**src/rtl/aer_transmitter.sv**
```systemverilog
// aer_transmitter: queues encoder addresses in a small FIFO and sends them off-chip over a four-phase req/ack link.
// Optional build macro AER_ACK_SYNC_EN inserts a two-flop synchroniser on aer_ack.
//
// state   | meaning
// IDLE    | no handshake open; pops the queue head when one is waiting
// REQ     | aer_req high with aer_addr held, waiting for ack to rise
// RELEASE | aer_req low with aer_addr held, waiting for ack to fall
module aer_transmitter #(
  parameter int                    ADDR_WIDTH = 4,
  parameter int                    FIFO_DEPTH = 4,
  parameter logic [ADDR_WIDTH-1:0] NULL_ADDR  = {ADDR_WIDTH{1'b1}}
) (
  input  logic                  clk,
  input  logic                  reset,
  input  logic [ADDR_WIDTH-1:0] addr_in,
  input  logic                  aer_ack,
  output logic                  aer_req,
  output logic [ADDR_WIDTH-1:0] aer_addr,
  output logic                  fifo_empty,
  output logic                  fifo_full,
  output logic                  overflow
);

  localparam int PTR_W = $clog2(FIFO_DEPTH);
  localparam int CNT_W = PTR_W + 1;
  localparam logic [CNT_W-1:0] FULL_CNT = CNT_W'(FIFO_DEPTH);

  typedef enum logic [1:0] {
    ST_IDLE    = 2'd0,
    ST_REQ     = 2'd1,
    ST_RELEASE = 2'd2
  } state_t;

  state_t                  state, state_nxt;
  logic                    req_nxt;
  logic [ADDR_WIDTH-1:0]   addr_nxt;
  logic                    pop;
  logic                    push;
  logic                    push_ok;

  logic [ADDR_WIDTH-1:0]   mem [FIFO_DEPTH];
  logic [PTR_W-1:0]        wr_ptr;
  logic [PTR_W-1:0]        rd_ptr;
  logic [CNT_W-1:0]        count;

  logic                    ack_s;

`ifdef AER_ACK_SYNC_EN
  logic ack_meta;

  always_ff @(posedge clk) begin
    if (reset) begin
      ack_meta <= 1'b0;
      ack_s    <= 1'b0;
    end else begin
      ack_meta <= aer_ack;
      ack_s    <= ack_meta;
    end
  end
`else
  assign ack_s = aer_ack;
`endif

  assign fifo_empty = (count == '0);
  assign fifo_full  = (count == FULL_CNT);

  // A full queue still accepts an event when the head leaves on the same edge.
  assign push    = (addr_in != NULL_ADDR);
  assign push_ok = push && (!fifo_full || pop);

  always_ff @(posedge clk) begin
    if (push_ok) begin
      mem[wr_ptr] <= addr_in;
    end
  end

  always_ff @(posedge clk) begin
    if (reset) begin
      wr_ptr   <= '0;
      rd_ptr   <= '0;
      count    <= '0;
      overflow <= 1'b0;
    end else begin
      if (push_ok) begin
        wr_ptr <= wr_ptr + PTR_W'(1);
      end
      if (pop) begin
        rd_ptr <= rd_ptr + PTR_W'(1);
      end
      case ({push_ok, pop})
        2'b10:   count <= count + CNT_W'(1);
        2'b01:   count <= count - CNT_W'(1);
        default: ;
      endcase
      if (push && !push_ok) begin
        overflow <= 1'b1;
      end
    end
  end

  always_ff @(posedge clk) begin
    if (reset) begin
      state    <= ST_IDLE;
      aer_req  <= 1'b0;
      aer_addr <= NULL_ADDR;
    end else begin
      state    <= state_nxt;
      aer_req  <= req_nxt;
      aer_addr <= addr_nxt;
    end
  end

  always_comb begin
    state_nxt = state;
    req_nxt   = aer_req;
    addr_nxt  = aer_addr;
    pop       = 1'b0;
    case (state)
      ST_IDLE: begin
        if (!fifo_empty) begin
          pop       = 1'b1;
          req_nxt   = 1'b1;
          addr_nxt  = mem[rd_ptr];
          state_nxt = ST_REQ;
        end
      end
      ST_REQ: begin
        if (ack_s) begin
          req_nxt   = 1'b0;
          state_nxt = ST_RELEASE;
        end
      end
      ST_RELEASE: begin
        if (!ack_s) begin
          state_nxt = ST_IDLE;
        end
      end
      default: begin
        req_nxt   = 1'b0;
        state_nxt = ST_IDLE;
      end
    endcase
  end

endmodule

```
**config.mk**
```make
export PLATFORM = sky130hd
export DESIGN_NAME = aer_transmitter
export DESIGN_NICKNAME = d
export VERILOG_FILES = /design/src/rtl/aer_transmitter.sv
export SDC_FILE = /design/constraint.sdc
export NUM_CORES = 1
export LEC_CHECK = 0
export CAP_MARGIN = 5
export CORE_MARGIN = 3
export CORE_UTILIZATION = 40
export DETAILED_ROUTE_END_ITERATION = 10
export HOLD_SLACK_MARGIN = 0.08
export SYNTH_ARGS = -nofsm -noshare
export SYNTH_HDL_FRONTEND = slang
export SYNTH_SLANG_ARGS = --single-unit
```
**constraint.sdc**
```tcl
create_clock -name clk -period 1.9 [get_ports clk]
set_input_delay 0.19 -clock clk [delete_from_list [all_inputs] [get_ports clk]]
set_output_delay 0.19 -clock clk [all_outputs]
set_load 0.1 [all_outputs]
```
==> results.cfg <==
[critical_path]
crit_path_top_delay_cell = fa_2
path_max_fanout = 4
crit_type = register to register
arrival_ps = 2080
crit_family = simple AND/OR/NAND/NOR gates
crit_buf_inv = 1
cpPeakStageDelay_ps = 450
r2r-start = count[1]$_SDFFE_PP0P_
reg2reg_to = count[1]$_SDFFE_PP0P_
worstPathRequired_ps = 2160
end_kind = register
ff2ff_setup_slack_ps = 90
start_kind = register
cp_cell_sequence = or3_4 -> inv_12 -> nor2_8 -> nand2_2 -> fa_2 -> nor3_2 -> mux2i_1 -> o21ai_1
reg2regPathDepth = 8

[detailed_routing]
postRouteAntennaNets = 0
dr_wl_met3_um = 120
top_layer = met4
drt_wl_total_um = 2500
num_vias = 942
drt_iter0_markers = 26
dr.pass1.iters = 4
viasPerCell = 4.98
wl_met1_um = 1200
drc = 0
wl_per_cell_um = 13.2
dr_wl_met2_um = 1130

[cells_and_area]
seq_area_um2 = 783
layout_common_cells = 19 x buf_4, 16 x edfxtp_1, 13 x dfxtp_1, 9 x nor2_1, 6 x clkdlybuf4s50_1
area_growth_pct = 25.2
final_nets = 154
post-route-cell-area_um2 = 1780
fillers = 294
multi_input_area_um2 = 618
final_common_cell = buf_4
stdcell_count = 189
n_antenna_cell = 0
final_layout_size_suffix_gt1_frac = 0.322

[timing]
fmax_ghz = 0.552
setup_tns_ps = 0
rsz0062_at_grt = false
setup_violations = 0
skew_ps = 10.2
slew_viol_final = 0
relSlewSlack = 0.550
min_period_ps = 1810
finalHoldViolCount = 0
setup_ws_ps = 87.8
finalCritPeriodShare = 0.954
tightest_slew_ps = 673

[floorplan]
die_w_um = 65.6
num_rows = 21
core-area_um2 = 3390
pin_count = 15
die_area_um2 = 4310
die_y_um = 65.6
initial_core_util = 0.420

[power_and_ir_drop]
clkPwrFrac = 0.128
p_int_mw = 1.59
power_density_nw_per_um2 = 1580
power_mw = 2.81
peakVddDrop_mv = 0.631
seq_power_share = 0.335
switching_share = 0.434
power.switching_mw = 1.22
p_leak_nw = 0.666
p_comb_frac = 0.537

[placement]
placed_cell_area_um2 = 1720
gp_congestion = 0.707
place_ws_ps = -77.9
place_inst = 180
portBuffers = 14
dp_hpwl_um = 1870

[clock_network]
cts_buffer_depth = 2
cts_num_sinks = 31
cts_htree_levels = 2
cts_tree = done
cts-root-buf = clkbuf_4
clock_latency_ps = 330
clk_pin_slew_ps = 100
cts_buffers = 5

[worst_hold_path]
holdPathEnd = overflow$_SDFFE_PP0P_
hp-class = register to register
holdPathStages = 2
min-delay-start = overflow$_SDFFE_PP0P_

[synthesis]
ys_ff_latch = 31
async_reset_ff_frac = 0
netlist.area_leader.share = 0.338
yosysUniqueCellTypes = 41
syn-num-nets = 125
synth_area_um2 = 1420
yosysTopAreaCell = edfxtp_1
synth_edf_count = 16
syn_inst = 113
synth_area_leaders = edfxtp_1 34%, dfxtp_1 21%, mux4_2 6.3%
yosysWarnings = 0
avgSynthCellArea_um2 = 12.6
seq_area_frac_synth = 0.549
synthFlopType = edfxtp_1

[global_route]
antenna_found_initial = 0
grt_max_degree = 18
grt_usage = 0.137
grt-ovfl-total = 0
grt_pass1_wl_um = 4330
grt_pass1_vias = 918

[status]
status = completed

[run]
max-cap-violations = 0
stage by stage:
stage,utilization,hold WS (ps)
floorplan,-,289
global placement,0.506,461
detailed placement,0.506,462
CTS,0.520,493
global route,0.526,490
finish,0.526,495
worst reg2reg max path, stage by stage, from the launching register on:
cell     delay, ps
dfxtp_2        330
or3_4          430
inv_12          90
nor2_8          40
nand2_2         80
fa_2           450
nor3_2         110
mux2i_1         90
o21ai_1        120
Yosys cell counts, types with 2 or more instances:
library cell	number
xnor2_1	4
a211o_1	4
nand2_1	5
ha_1	4
o211ai_1	2
dfxtp_1	15
clkbuf_1	2
nor2_1	9
a21oi_1	2
edfxtp_1	16
mux4_2	4
nor2b_1	4
nand3_1	3
nor3_1	4
a31oi_1	2
inv_1	4
mux2i_1	2
and2_1	4
flip-flops by register name, indices dropped and copies added (netlist names):
name	cells
wr_ptr	2
rd_ptr	2
count	3
aer_addr	4
aer_req	1
overflow	1
state	2
mem	16
cell families after synthesis:
group                      after synthesis  share of synthesized area
xor gates and xnor gates                 5                     0.0308
muxes                                    6                     0.0774
AOI/OAI and AO/OA                       18                     0.0985
and+or+nand+nor                         38                      0.160
DFF                                     31                      0.549
buffers and inverters                   10                     0.0352
adders and majority gates                5                     0.0493
power groups by stage:
stage	Combinational, mW	Sequential (mW)	Clock (mW)
2_1_floorplan	0.847	1.25	0
3_3_place_gp	1.47	0.956	0
3_5_place_dp	1.48	0.962	0
4_1_cts	1.49	0.947	0.370
5_1_grt	1.61	0.968	0.413
6_report	1.51	0.942	0.361
layout make-up:
cell class / instances / area share
multi-input cells: 72 / 0.347
clock buffers: 8 / 0.0274
inverters: 5 / 0.0176
flip-flops and latches: 31 / 0.440
repair buffers: 27 / 0.136
well taps: 46 / 0.0323
layer usage:
metal,GRT usage,vias to the layer above
met5,0,-
met4,0.0544,0
met3,0.0564,5
met2,0.203,19
met1,0.178,450
li1,-,468
worst max path at each step:
stage	from	end	depth (start not counted)
floorplan	count[2]$_SDFFE_PP0P_	mem[0][0]$_DFFE_PP_	3
global placement	addr_in[2]	count[2]$_SDFFE_PP0P_	7
detailed placement	addr_in[2]	count[2]$_SDFFE_PP0P_	7
CTS	count[0]$_SDFFE_PP0P_	count[1]$_SDFFE_PP0P_	8
global route	count[1]$_SDFFE_PP0P_	count[1]$_SDFFE_PP0P_	8
finish	count[1]$_SDFFE_PP0P_	count[1]$_SDFFE_PP0P_	8
timing repair:
action | in CTS | in global routing
setup buffers | 0 | 1
endpoints found under the setup margin | 0 | 2
endpoints found under the hold margin | 0 | 0
hold buffers | 0 | 0
resized for setup | 0 | 4
Power figures use the tool's default switching activity.
